[src/rtl/bcd_pkg.sv]
`default_nettype none
// +--------------------------------------------------------------------------+
// | bcd_pkg : shared state encoding and BCD digit arithmetic for the counter |
// | Rev 1.0                                                                  |
// +--------------------------------------------------------------------------+
package bcd_pkg;

  localparam int DIGIT_W   = 4;
  localparam int DIGIT_MAX = 9;
  localparam int NDIGITS   = 3;
  localparam int BCD_W     = DIGIT_W * NDIGITS;

  localparam logic [BCD_W-1:0] BCD_ZERO = '0;
  localparam logic [BCD_W-1:0] BCD_MAX  = {NDIGITS{4'h9}};

  typedef enum logic [1:0] {
    IDLE  = 2'd0,
    RUN   = 2'd1,
    PAUSE = 2'd2,
    HALT  = 2'd3
  } state_e;

  function automatic logic [BCD_W-1:0] bcd_clamp(input logic [BCD_W-1:0] v);
    logic [BCD_W-1:0] r;
    logic [DIGIT_W-1:0] d;
    r = v;
    for (int i = 0; i < NDIGITS; i++) begin
      d = v[i*DIGIT_W +: DIGIT_W];
      if (d > DIGIT_W'(DIGIT_MAX)) r[i*DIGIT_W +: DIGIT_W] = DIGIT_W'(DIGIT_MAX);
    end
    return r;
  endfunction

  // Ripple carry/borrow across digits; the terminal values wrap naturally.
  function automatic logic [BCD_W-1:0] bcd_step(input logic [BCD_W-1:0] v, input logic up);
    logic [BCD_W-1:0] r;
    logic [DIGIT_W-1:0] d;
    logic c;
    r = v;
    c = 1'b1;
    for (int i = 0; i < NDIGITS; i++) begin
      d = v[i*DIGIT_W +: DIGIT_W];
      if (c) begin
        if (up) begin
          if (d == DIGIT_W'(DIGIT_MAX)) d = '0;
          else begin
            d = d + 4'd1;
            c = 1'b0;
          end
        end else begin
          if (d == '0) d = DIGIT_W'(DIGIT_MAX);
          else begin
            d = d - 4'd1;
            c = 1'b0;
          end
        end
      end
      r[i*DIGIT_W +: DIGIT_W] = d;
    end
    return r;
  endfunction

endpackage
`default_nettype wire

[src/rtl/bcd_count_ctrl_tick_gen.sv]
`default_nettype none
// +--------------------------------------------------------------------------+
// | tick_gen : count-rate prescaler with enable, sync clear and hold         |
// | Rev 1.0                                                                  |
// +--------------------------------------------------------------------------+
module tick_gen #(
  parameter int TICK_DIV = 50000000,
  parameter int PW       = 26
) (
  input  logic clk_i,
  input  logic rst_i,
  input  logic clr_i,
  input  logic en_i,
  output logic step_o
);

  localparam logic [PW-1:0] C_LAST = PW'(TICK_DIV - 1);

  logic [PW-1:0] cnt_q;
  logic [PW-1:0] cnt_d;

  assign step_o = en_i && (cnt_q == C_LAST);

  // Disabled means hold, so a pause keeps the partial interval.
  always_comb begin
    cnt_d = cnt_q;
    if (clr_i)       cnt_d = '0;
    else if (step_o) cnt_d = '0;
    else if (en_i)   cnt_d = cnt_q + {{(PW-1){1'b0}}, 1'b1};
  end

  always_ff @(posedge clk_i) begin
    if (rst_i) cnt_q <= '0;
    else       cnt_q <= cnt_d;
  end

endmodule
`default_nettype wire

[src/rtl/bcd_count_ctrl.sv]
`default_nettype none
// +--------------------------------------------------------------------------+
// | bcd_count_ctrl : run/pause/halt sequencer for the 3-digit BCD counter    |
// | Rev 1.0                                                                  |
// +--------------------------------------------------------------------------+
module bcd_count_ctrl
  import bcd_pkg::*;
#(
  parameter int TICK_DIV = 50000000,
  parameter int PW       = 26
) (
  input  logic              Clk50,
  input  logic              Reset,
  input  logic              Start,
  input  logic              Stop,
  input  logic              Clear,
  input  logic              Load,
  input  logic [BCD_W-1:0]  LoadVal,
  input  logic              Up,
  input  logic              Wrap,
  output logic [BCD_W-1:0]  Bcd,
  output logic              Tick,
  output logic              Rolled,
  output logic              Done,
  output logic              Running
);

  state_e           state_q, state_d;
  logic [BCD_W-1:0] bcd_q, bcd_d;
  logic             tick_q, tick_d;
  logic             rolled_q, rolled_d;
  logic             done_q, done_d;
  logic             running_q, running_d;

  logic load_acc_w, stop_acc_w, start_acc_w;
  logic pre_en_w, pre_clr_w, step_w, terminal_w;

  // Priority decode: Load is ignored in RUN so Stop/Start fall through.
  assign load_acc_w  = !Clear && Load && (state_q != RUN);
  assign stop_acc_w  = !Clear && !load_acc_w && Stop && (state_q == RUN);
  assign start_acc_w = !Clear && !load_acc_w && !stop_acc_w && Start &&
                       ((state_q == IDLE) || (state_q == PAUSE));

  assign pre_en_w   = (state_q == RUN) && !Clear && !Stop;
  assign pre_clr_w  = Clear || load_acc_w;
  assign terminal_w = Up ? (bcd_q == BCD_MAX) : (bcd_q == BCD_ZERO);

  tick_gen #(
    .TICK_DIV (TICK_DIV),
    .PW       (PW)
  ) u_tick_gen (
    .clk_i  (Clk50),
    .rst_i  (Reset),
    .clr_i  (pre_clr_w),
    .en_i   (pre_en_w),
    .step_o (step_w)
  );

  always_ff @(posedge Clk50) begin
    if (Reset) begin
      state_q   <= IDLE;
      bcd_q     <= BCD_ZERO;
      tick_q    <= 1'b0;
      rolled_q  <= 1'b0;
      done_q    <= 1'b0;
      running_q <= 1'b0;
    end else begin
      state_q   <= state_d;
      bcd_q     <= bcd_d;
      tick_q    <= tick_d;
      rolled_q  <= rolled_d;
      done_q    <= done_d;
      running_q <= running_d;
    end
  end

  always_comb begin
    state_d = state_q;
    bcd_d   = bcd_q;
    if (Clear) begin
      state_d = IDLE;
      bcd_d   = BCD_ZERO;
    end else if (load_acc_w) begin
      state_d = IDLE;
      bcd_d   = bcd_clamp(LoadVal);
    end else if (stop_acc_w) begin
      state_d = PAUSE;
    end else if (start_acc_w) begin
      state_d = RUN;
    end else if (step_w) begin
      if (terminal_w && !Wrap) state_d = HALT;
      else                     bcd_d   = bcd_step(bcd_q, Up);
    end
  end

  always_comb begin
    tick_d    = step_w;
    rolled_d  = step_w && terminal_w && Wrap;
    done_d    = step_w && terminal_w && !Wrap;
    running_d = (state_d == RUN);
  end

  assign Bcd     = bcd_q;
  assign Tick    = tick_q;
  assign Rolled  = rolled_q;
  assign Done    = done_q;
  assign Running = running_q;

endmodule
`default_nettype wire

[config.mk]
export PLATFORM = sky130hd
export DESIGN_NAME = bcd_count_ctrl
export DESIGN_NICKNAME = d
export VERILOG_FILES = /design/src/rtl/bcd_pkg.sv /design/src/rtl/bcd_count_ctrl_tick_gen.sv /design/src/rtl/bcd_count_ctrl.sv
export SDC_FILE = /design/constraint.sdc
export NUM_CORES = 1
export LEC_CHECK = 0
export BUFFER_PORTS_ARGS = -buffer_cell sky130_fd_sc_hd__buf_4
export CAP_MARGIN = 10
export CORE_ASPECT_RATIO = 1.2
export CORE_MARGIN = 2
export CORE_UTILIZATION = 62
export CTS_CLUSTER_DIAMETER = 60
export DETAILED_ROUTE_END_ITERATION = 10
export GPL_TIMING_DRIVEN = 0
export MAX_ROUTING_LAYER = met4
export PLACE_DENSITY_LB_ADDON = 0.25
export SKIP_LAST_GASP = 1
export SLEW_MARGIN = 30
export SYNTH_ARGS = -nofsm -noshare
export SYNTH_HDL_FRONTEND = slang
export SYNTH_SLANG_ARGS = --single-unit
[constraint.sdc]
create_clock -name Clk50 -period 6.93 [get_ports Clk50]
set_input_delay 0.693 -clock Clk50 [delete_from_list [all_inputs] [get_ports Clk50]]
set_output_delay 0.693 -clock Clk50 [all_outputs]
set_load 0.02 [all_outputs]
==> metrics.txt, run 1 <==
Tot Pwr=0.483 mW; Hold Crit Depth=2; internal power=roughly 0.36 mW; Via density=roughly 6; hold_buf cts=0; Commonest cells post-synth=dfxtp_1, nor2_1, a21oi_1; n_diodes=0; setup violators final=0; clk slew on worst S/H paths=around 80 ps; clock buffer count from CTS=5; Clk pwr share=0.345; CP max stage delay=540 ps; post-synthesis instance area=0.00256 mm²; first-pass GRT wire length=10600 µm; FFs w/ async S/R, synth=0; Top delay family on crit path=simple AND/OR/NAND/NOR gates; worst r2r src=state_q[1]$_SDFF_PP0_; DR vias=2536; status=finished, final reports clean; Min Hold Slack=roughly 520 ps; antenna violations before repair=0; share of the synthesized area in the top cell type=0.344; worst hold path type=register to register; busiest metal layer after global routing=met2; Worst Path Required=7130 ps; Die ar.=0.00466 mm²; cells resized by post-CTS repair=0; Die Wd=62.6 µm; Hold Violations, Final=0; Setup Total Neg Slack=0 ps; fin nets=389; total grt overflow=0; IO Port Bufs=35; Multi-input gate area=0.00155 mm²; Post-Syn Nets=347; unrepaired setup endpoints after global routing=no; Synth Area per Inst=7.85 µm²; Final GP Congestion=0.849; Comb power frac=0.121; Power per Cell Area=162 mW/mm²; drt pass-1 iters=4; Max Cap Viol=0; largest cells by area after synthesis=dfxtp_1, nor2_1, xor2_1; DPL Wire Length=4620 µm; drt drc=0; CTS Root Cell=clkbuf_8; reg-to-reg endpoint=Bcd[10]$_SDFFE_PP0P_; CTS H-tree lvls=2; largest net degree at the start of global routing=13; WL/cell=~15 µm; slowest CP cell=or4_4; filler cell count=between 300 and 400; worst-skew pair later-pin latency=300 ps; critical-path cell list=buf_4 > nor4b_4 > nand3_2 > or4_4 > buf_6 > or3_4 > mux2_4 > a41o_1; Seq pwr share=0.533; R2R cell count=7; Worst Hold End=u_tick_gen.cnt_q[19]$_SDFFE_PP0P_; Syn-to-layout area delta=16.4%; EDFF count, synth=0; fmax=350 MHz; clock sinks=44; Total Routing Usage GR=0.291; Slew @ Worst Pin=813 ps; most frequent cell after synthesis=dfxtp_1; Synth cell types=53; Yosys warnings=0; Worst slew margin=0.453; NetSw=0.123 mW; DRT Wirelength=6240 µm; GR Util met1=0.318; DR iter-0 viols=270; hold path start=u_tick_gen.cnt_q[19]$_SDFFE_PP0P_; post-synthesis sequential element count=44; I/O pin total=36; Post-CTS Setup Inserts=0; final period demand of the worst path=2850 ps; crit path launch type=input pin; Starting Density=0.649; crit path max fanout=9; ys flop type=dfxtp_1; max-slew violations=0; CP Buf/Inv Count=2; layout cell share with drive strength beyond 1=0.146; routing usage on met2=0.523; Max VDD drop=about 0.15 mV; Crit. End Element=register; Core Box Area=0.00394 mm²; FP Rows=25; worst setup skew after layout=slightly below 7 ps; Seq/Total Area, Yosys=0.344; Die Ht=74.4 µm; Final period util=0.412; clk buf depth=2; Synth Instances=326; switching part of the total=0.254; ANT nets after route=0; met3 usage=0.0469; CTS tree=yes; vias in the first global route=between 2000 and 2500; R2R setup slack=roughly 4300 ps; register area=between 800 and 900 µm²; largest area contributor in the synthesized netlist=dfxtp_1; leakage power=1.03 nW; crit path DAT=3060 ps; Crit Path Category=input pin to register
==> power by group through the flow <==
stage                     Combinational (mW)  Clock (mW)  Sequential (mW)
after floorplan                       0.0322           0            0.266
after global placement                0.0563           0            0.263
after detailed placement              0.0574           0            0.263
after CTS                             0.0578       0.167            0.257
after global routing                  0.0639       0.178            0.258
final                                 0.0585       0.167            0.257
==> stage by stage <==
stage	instance area [µm²]	worst slack [ps]	utilization	instances
floorplan	2560	4070	-	326
global placement	2890	3800	0.733	415
detailed placement	2890	3780	0.733	415
CTS	2980	4100	0.756	423
global route	2980	4050	0.756	423
finish	2980	4080	0.756	423
==> cell usage in the layout, fill, tap and decap left out, drive strengths merged, types with 3 or more instances in the layout <==
| master | synthesis | final |
|---|---|---|
| a21oi | 23 | 23 |
| a31oi | 3 | 3 |
| and3 | 5 | 5 |
| and4 | 4 | 4 |
| buf | 4 | 39 |
| clkbuf | 18 | 26 |
| dfxtp | 44 | 44 |
| inv | 9 | 9 |
| mux2i | 5 | 5 |
| nand2 | 16 | 16 |
| nand3 | 15 | 15 |
| nand3b | 3 | 3 |
| nand4 | 12 | 12 |
| nor2 | 40 | 40 |
| nor2b | 4 | 4 |
| nor3 | 18 | 18 |
| nor4 | 5 | 5 |
| o211ai | 4 | 4 |
| o21ai | 22 | 22 |
| o31ai | 3 | 3 |
| or3 | 7 | 7 |
| or4 | 3 | 3 |
| xnor2 | 13 | 13 |
| xor2 | 17 | 17 |
==> cells by family after synthesis <==
| family | after synthesis | share of synthesized area |
|---|---|---|
| buf+inv | 31 | 0.0484 |
| xor+xnor | 30 | 0.103 |
| fa+ha+maj | 1 | 0.00489 |
| simple gates | 144 | 0.308 |
| compound gates | 70 | 0.167 |
| flops | 44 | 0.344 |
| mux | 6 | 0.0254 |
==> layer usage <==
metal	up-vias	wire length, µm
met5	-	0
met4	0	169
met3	18	228
met2	63	3190
met1	1193	2650
li1	1262	-
==> tightest hold or removal path, stage by stage (launching register included) <==
cell,delay (ps)
dfxtp_1,340
o21ai_0,80
a21oi_1,60
==> how the worst max path moves through the flow <==
stage                     from                    to  slack (ps)  cells after the start
after floorplan           Stop  Bcd[10]$_SDFFE_PP0P_        4070                      7
after global placement    Stop  Bcd[10]$_SDFFE_PP0P_        3800                      8
after detailed placement  Stop  Bcd[10]$_SDFFE_PP0P_        3780                      8
after CTS                 Stop  Bcd[10]$_SDFFE_PP0P_        4100                      8
after global routing      Stop  Bcd[10]$_SDFFE_PP0P_        4050                      8
final                     Stop  Bcd[10]$_SDFFE_PP0P_        4080                      8
==> cell type report <==
cell class	instances	share of cell area
Timing Repair Buffer	35	0.0882
Multi-Input combinational cell	251	0.522
Inverter	9	0.0113
Sequential cell	44	0.296
Clock buffer	8	0.0302
Tap cell	54	0.0227
Buffer	22	0.0302
==> sequential cells by signal, indices dropped and copies added (netlist names) <==
| signal | flops |
|---|---|
| state_q | 2 |
| Rolled | 1 |
| Bcd | 12 |
| Tick | 1 |
| u_tick_gen.cnt_q | 26 |
| Running | 1 |
| Done | 1 |
(Power assumes the default switching activity.)
==> run 2: changes to the inputs <==
--- a/config.mk
+++ b/config.mk
@@ -9,7 +9,7 @@
 export CAP_MARGIN = 10
 export CORE_ASPECT_RATIO = 1.2
 export CORE_MARGIN = 2
-export CORE_UTILIZATION = 62
+export CORE_UTILIZATION = 52
 export CTS_CLUSTER_DIAMETER = 60
 export DETAILED_ROUTE_END_ITERATION = 10
 export GPL_TIMING_DRIVEN = 0
==> constraint.sdc (replaced) <==
create_clock -name Clk50 -period 2.3 [get_ports Clk50]
set_input_delay 0.23 -clock Clk50 [delete_from_list [all_inputs] [get_ports Clk50]]
set_output_delay 0.23 -clock Clk50 [all_outputs]
set_load 0.02 [all_outputs]
==> run 2 against run 1 <==
  * Final cell count increased by 1.7%
  * Largest power group unchanged
  * The flow now finishes with violations (negative setup slack)
  * Clock power increased to 3.8 times the previous value
  * Routed wire length decreased by 0.22%
  * Critical path depth decreased by 1
  * Highest routed layer unchanged
  * Flip-flop and latch count unchanged
  * Total power increased to 3.3 times the previous value
  * Sequential power increased to 3.0 times the previous value
  * Register-to-register slack got worse by 4300 ps
==> metrics.txt, run 2 (synthesis results as in run 1) <==
violated checks=negative setup slack; total grt overflow=0 (unchanged); most frequent cells in the layout=buf_4, dfxtp_1, nor2_1 (was dfxtp_1, nor2_1, buf_4); DR vias=2503 (was 2536); Die Ht=80.8 µm (was 74.4 µm); setup violators final=1 (was 0); fin area=0.00313 mm² (was 0.00298 mm²); clock sinks=44 (unchanged); Via density=5.82 (was 6.00); layout cell share with drive strength beyond 1=0.210 (was 0.146); Comb power frac=0.118 (was 0.121); switching part of the total=0.235 (was 0.254); fin nets=392 (was 389); clock buffer count from CTS=5 (unchanged); Final Core Density=0.671 (was 0.756); WL/cell=14.5 µm (was 14.7 µm); commonest non-fill, non-tap cell in the layout=buf_4 (was dfxtp_1); drt pass-1 iters=4 (unchanged); antenna violations before repair=0 (unchanged); Syn-to-layout area delta=22.2% (was 16.4%); Tot Pwr=1.61 mW (was 0.483 mW); unrepaired setup endpoints after global routing=yes (was no); DRT Wirelength=6220 µm (was 6240 µm); filler cell count=406 (was 321); worst setup skew after layout=9.40 ps (was 6.73 ps); Final GP Congestion=0.878 (was 0.849); clk slew on worst S/H paths=90 ps (was 80 ps); Die Wd=68.0 µm (was 62.6 µm); crit path DAT=2540 ps (was 3060 ps); fmax=roughly 420 MHz; CTS H-tree lvls=2 (unchanged); crit path max fanout=9 (unchanged); Worst slew margin=0.627 (was 0.453); leakage power=1.12 nW (was 1.03 nW); Worst Hold End=Tick$_SDFF_PP0_ (was u_tick_gen.cnt_q[19]$_SDFFE_PP0P_); ANT nets after route=0 (unchanged); CTS Root Cell=clkbuf_8 (unchanged); Starting Density=0.549 (was 0.649); n_diodes=0 (unchanged); vias in the first global route=2352 (was 2433); register with the most flip-flops=u_tick_gen.cnt_q (unchanged); worst hold path type=input pin to register (was register to register); Hold Crit Depth=2 (unchanged); max-slew violations=0 (unchanged); clk buf depth=2 (unchanged); Max VDD drop=0.334 mV (was 0.150 mV); internal power=1.23 mW (was 0.360 mW); Power per Cell Area=514 mW/mm² (was 162 mW/mm²); drt drc=0 (unchanged); Core Box Area=0.00466 mm² (was 0.00394 mm²); Final Worst Setup Slack=-55.8 ps (was 4080 ps); Crit. End Element=register (unchanged); Hold Violations, Final=0 (unchanged); NetSw=0.378 mW (was 0.123 mW); reg-to-reg endpoint=Bcd[10]$_SDFFE_PP0P_ (unchanged); hold path start=Reset (was u_tick_gen.cnt_q[19]$_SDFFE_PP0P_); max reg flops=26 (unchanged); Final period util=1.02; Slew @ Worst Pin=560 ps (was 813 ps); Die ar.=0.00550 mm² (was 0.00466 mm²); worst-skew pair later-pin latency=290 ps (was 300 ps); R2R setup slack=-60 ps (was 4260 ps); final period demand of the worst path=2360 ps; Placed Instance Area=0.00291 mm² (was 0.00289 mm²); Clk pwr share=0.398 (was 0.345); crit path launch type=register (was input pin); CTS tree=yes (unchanged); largest net degree at the start of global routing=14 (was 13); IO Port Bufs=35 (unchanged); Total Routing Usage GR=0.245 (was 0.291); first-pass GRT wire length=10300 µm (was 10600 µm); Max Cap Viol=0 (unchanged); Seq pwr share=0.483 (was 0.533); DR iter-0 viols=131 (was 270); status=finished, violations left (was finished, final reports clean); DPL Wire Length=4520 µm (was 4620 µm); R2R cell count=7 (unchanged); Crit Path Category=register to register (was input pin to register); Worst Path Required=2490 ps (was 7130 ps); I/O pin total=36 (unchanged); worst r2r src=Bcd[6]$_SDFFE_PP0P_ (was state_q[1]$_SDFF_PP0_); FP Rows=27 (was 25)
==> run 2: cell count changes in the layout (fill, tap and decap cells not counted), moves of 2 or more <==
cell / change
clkbuf_8: +2
clkbuf_1: -9
buf_4: +6
dfxtp_1: -4
nor4_1: -2
buf_2: +2
dfxtp_2: +4
clkbuf_2: +2
==> run 2: layout make-up <==
cell class                      count  area, µm²  share of cell area
Multi-Input combinational cell    251       1610               0.516
Sequential cell                    44        886               0.283
Timing Repair Buffer               41        308              0.0984
Clock buffer                        7       96.3              0.0308
Buffer                             19       86.3              0.0276
Tap cell                           58       72.6              0.0232
Inverter                            9       33.8              0.0108
Clock inverter                      1       30.0             0.00960
==> run 2: worst max path at each step <==
stage,start,end,cells past startpoint
after global routing,Bcd[3]$_SDFFE_PP0P_,Bcd[10]$_SDFFE_PP0P_,7
after detailed placement,Stop,Bcd[10]$_SDFFE_PP0P_,8
after global placement,Stop,Bcd[10]$_SDFFE_PP0P_,8
final,Bcd[6]$_SDFFE_PP0P_,Bcd[10]$_SDFFE_PP0P_,7
after CTS,state_q[1]$_SDFF_PP0_,Bcd[10]$_SDFFE_PP0P_,6
after floorplan,state_q[1]$_SDFF_PP0_,Bcd[10]$_SDFFE_PP0P_,7
==> run 2: critical path, stage by stage (launching register included) <==
cell and delay, ps:
dfxtp_2 330, clkbuf_8 150, or2_4 230, or4_4 520, o211ai_1 290, or3_4 210, mux2_4 290, a41o_1 210
==> run 2: repair_timing <==
action / CTS / global route
endpoints found under the hold margin: 0 / 0
pin swaps: 4 / 3
buffers inserted: 4 / 2
hold buffers: 0 / 0
endpoints found under the setup margin: 34 / 32
gates resized for setup: 6 / 15
gates cloned: 0 / 0
==> run 2: per-layer routing <==
| metal | up-vias | global-route usage | wire (µm) |
|---|---|---|---|
| met5 | - | - | 0 |
| met4 | 0 | 0.0740 | 93 |
| met3 | 10 | 0.0360 | 293 |
| met2 | 60 | 0.443 | 3290 |
| met1 | 1166 | 0.272 | 2550 |
| li1 | 1267 | - | - |
==> run 2: power by group through the flow <==
stage	clock [mW]	sequential, mW	combinational, mW
floorplan	0	0.800	0.0978
global placement	0	0.794	0.173
detailed placement	0	0.794	0.175
CTS	0.654	0.776	0.181
global route	0.678	0.778	0.207
finish	0.641	0.777	0.190
==> run 2: stage by stage <==
step / setup WS, ps / instances / hold WS [ps] / setup TNS, ps
floorplan: -153 / 326 / 302 / -158
global placement: -326 / 419 / 426 / -5210
detailed placement: -359 / 419 / 435 / -6390
CTS: -77.9 / 430 / 116 / -77.9
global route: -166 / 430 / 116 / -621
finish: -55.8 / 430 / 122 / -55.8
==> run 3: changes to the inputs <==
--- a/config.mk
+++ b/config.mk
@@ -5,13 +5,13 @@
 export SDC_FILE = /design/constraint.sdc
 export NUM_CORES = 1
 export LEC_CHECK = 0
-export BUFFER_PORTS_ARGS = -buffer_cell sky130_fd_sc_hd__buf_4
 export CAP_MARGIN = 10
 export CORE_ASPECT_RATIO = 1.2
 export CORE_MARGIN = 2
-export CORE_UTILIZATION = 52
+export CORE_UTILIZATION = 57
 export CTS_CLUSTER_DIAMETER = 60
 export DETAILED_ROUTE_END_ITERATION = 10
+export DONT_BUFFER_PORTS = 1
 export GPL_TIMING_DRIVEN = 0
 export MAX_ROUTING_LAYER = met4
 export PLACE_DENSITY_LB_ADDON = 0.25
==> run 3 against run 2 <==
  * The run still ends with negative setup slack left
  * Combinational power decreased by 23%
  * Routed wire length grew 0.19%
  * Critical path depth fell by 1
  * Sequential power rose by 0.8%
  * Die area is 8.3% lower
  * Total power fell by 10%
  * Register-to-register slack improved by 20 ps
  * Worst hold slack worse by 52 ps
  * Cell area shrank 4.6%
  * Clock skew shrank 2.5 ps
  * Core utilization is 2.4 points higher
  * Maximum frequency increased by 0.86%
  * Largest power group unchanged
==> metrics.txt, run 3 (synthesis results as in run 1) <==
max-slew violations=0 (unchanged); ANT nets after route=0 (unchanged); crit path max fanout=5 (was 9); worst setup skew after layout=6.86 ps (was 9.40 ps); worst hold path type=input pin to register (unchanged); clk buf depth=2 (unchanged); max reg flops=26 (unchanged); Die ar.=0.00504 mm² (was 0.00550 mm²); Final GP Congestion=0.878 (about the same); Syn-to-layout area delta=16.5% (was 22.2%); Final Worst Setup Slack=-35.7 ps (was -55.8 ps); DR iter-0 viols=135 (was 131); Max VDD drop=0.323 mV (was 0.334 mV); final period demand of the worst path=2340 ps (was 2360 ps); Hold Violations, Final=0 (unchanged); drt pass-1 iters=4 (unchanged); fin nets=367 (was 392); antenna violations before repair=0 (unchanged); most frequent cells in the layout=nor2_1, dfxtp_1, a21oi_1 (was buf_4, dfxtp_1, nor2_1); clock buffer count from CTS=5 (unchanged); Max Cap Viol=0 (unchanged); fmax=428 MHz (was 424 MHz); vias in the first global route=2205 (was 2352); clk slew on worst S/H paths=80 ps (was 90 ps); Worst Path Required=2510 ps (was 2490 ps); Placed Cells=382 (was 419); Die Ht=77.4 µm (was 80.8 µm); largest net degree at the start of global routing=15 (was 14); DPL Wire Length=4440 µm (was 4520 µm); Crit. End Element=register (unchanged); Final Core Density=0.694 (was 0.671); n_diodes=0 (unchanged); Setup Total Neg Slack=-45.3 ps (was -55.8 ps); violated checks=negative setup slack (unchanged); Starting Density=0.596 (was 0.549); Total Routing Usage GR=0.258 (was 0.245); Via density=5.98 (was 5.82); setup violators final=2 (was 1); worst-skew pair later-pin latency=300 ps (was 290 ps); IO Port Bufs=0 (was 35); status=finished, violations left (unchanged); first-pass GRT wire length=9920 µm (was 10300 µm); FP Rows=26 (was 27); unrepaired setup endpoints after global routing=yes (unchanged); Placed Instance Area=0.00264 mm² (was 0.00291 mm²); layout cell share with drive strength beyond 1=0.196 (was 0.210); Worst slew margin=0.644 (was 0.627); Final period util=1.02 (about the same); DR vias=2409 (was 2503); DRT Wirelength=6240 µm (was 6220 µm); Crit Path Category=register to register (unchanged); crit path launch type=register (unchanged); Power per Cell Area=484 mW/mm² (was 514 mW/mm²); crit path DAT=2540 ps (about the same); clock sinks=44 (unchanged); drt drc=0 (unchanged); Slew @ Worst Pin=529 ps (was 560 ps); total grt overflow=0 (unchanged); I/O pin total=36 (unchanged); fin area=0.00298 mm² (was 0.00313 mm²); pre-CTS setup slack=-338 ps (was -359 ps); leakage power=0.995 nW (was 1.12 nW); CTS Root Cell=clkbuf_8 (unchanged); Non-Filler Instances=403 (was 430); WL/cell=15.5 µm (was 14.5 µm); CTS H-tree lvls=2 (unchanged); commonest non-fill, non-tap cell in the layout=nor2_1 (was buf_4); Core Box Area=0.00429 mm² (was 0.00466 mm²); register with the most flip-flops=u_tick_gen.cnt_q (unchanged); Die Wd=65.2 µm (was 68.0 µm); CTS tree=yes (unchanged)
[run 3: changes by cell type in the layout (fill, tap and decap cells not counted), sizes merged]
cell and change:
buf -24, bufinv -1, clkbuf -3, clkinvlp +2, dlygate4sd3 +1
[run 3: what timing repair did]
action / in CTS / in global routing
pin swaps: 7 / 4
hold buffers: 1 / 0
endpoints found under the hold margin: 3 / 0
buffers inserted: 9 / 5
setup endpoints to repair: 34 / 32
resized for setup: 25 / 31
[run 3: stage by stage]
step	total power, mW	hold WS, ps
2_1_floorplan	0.898	302
3_3_place_gp	0.924	304
3_5_place_dp	0.926	313
4_1_cts	1.45	67.3
5_1_grt	1.50	63.6
6_report	1.44	69.9
[run 3: layout make-up]
type	instances	area, µm²
Inverter	9	33.8
Clock inverter	2	15.0
Multi-Input combinational cell	251	1640
Tap cell	56	70.1
Clock buffer	6	82.6
Buffer	20	114
Timing Repair Buffer	15	119
Fill cell	337	1310
Sequential cell	44	911
[run 3: worst paths after layout]
check,startpoint,endpoint,slack (ps),cells past startpoint
max,u_tick_gen.cnt_q[18]$_SDFFE_PP0P_,Bcd[10]$_SDFFE_PP0P_,-40,6
min,Stop,state_q[1]$_SDFF_PP0_,70,2
max reg2reg,u_tick_gen.cnt_q[18]$_SDFFE_PP0P_,Bcd[10]$_SDFFE_PP0P_,-40,6
min reg2reg,u_tick_gen.cnt_q[22]$_SDFFE_PP0P_,u_tick_gen.cnt_q[22]$_SDFFE_PP0P_,520,2
[run 3: power breakdown]
part           switching [mW]  leakage (nW)  internal (mW)
sequential             0.0170         0.364          0.766
combinational          0.0895         0.587         0.0579
clock                   0.270        0.0434          0.243
[run 3: metal layers]
metal,share of wire,vias to the layer above,global-route usage
met1,0.41,1115,0.287
li1,-,1213,-
met2,0.52,65,0.448
met5,0,-,-
met4,0.027,0,0.119
met3,0.043,16,0.0406
[run 3: worst max-delay path, cell delays in order (launching register included)]
cell	delay, ps
dfxtp_2	340
nor4b_2	270
nand4_1	160
or4_4	600
or3_4	370
mux2_4	310
a41o_1	200
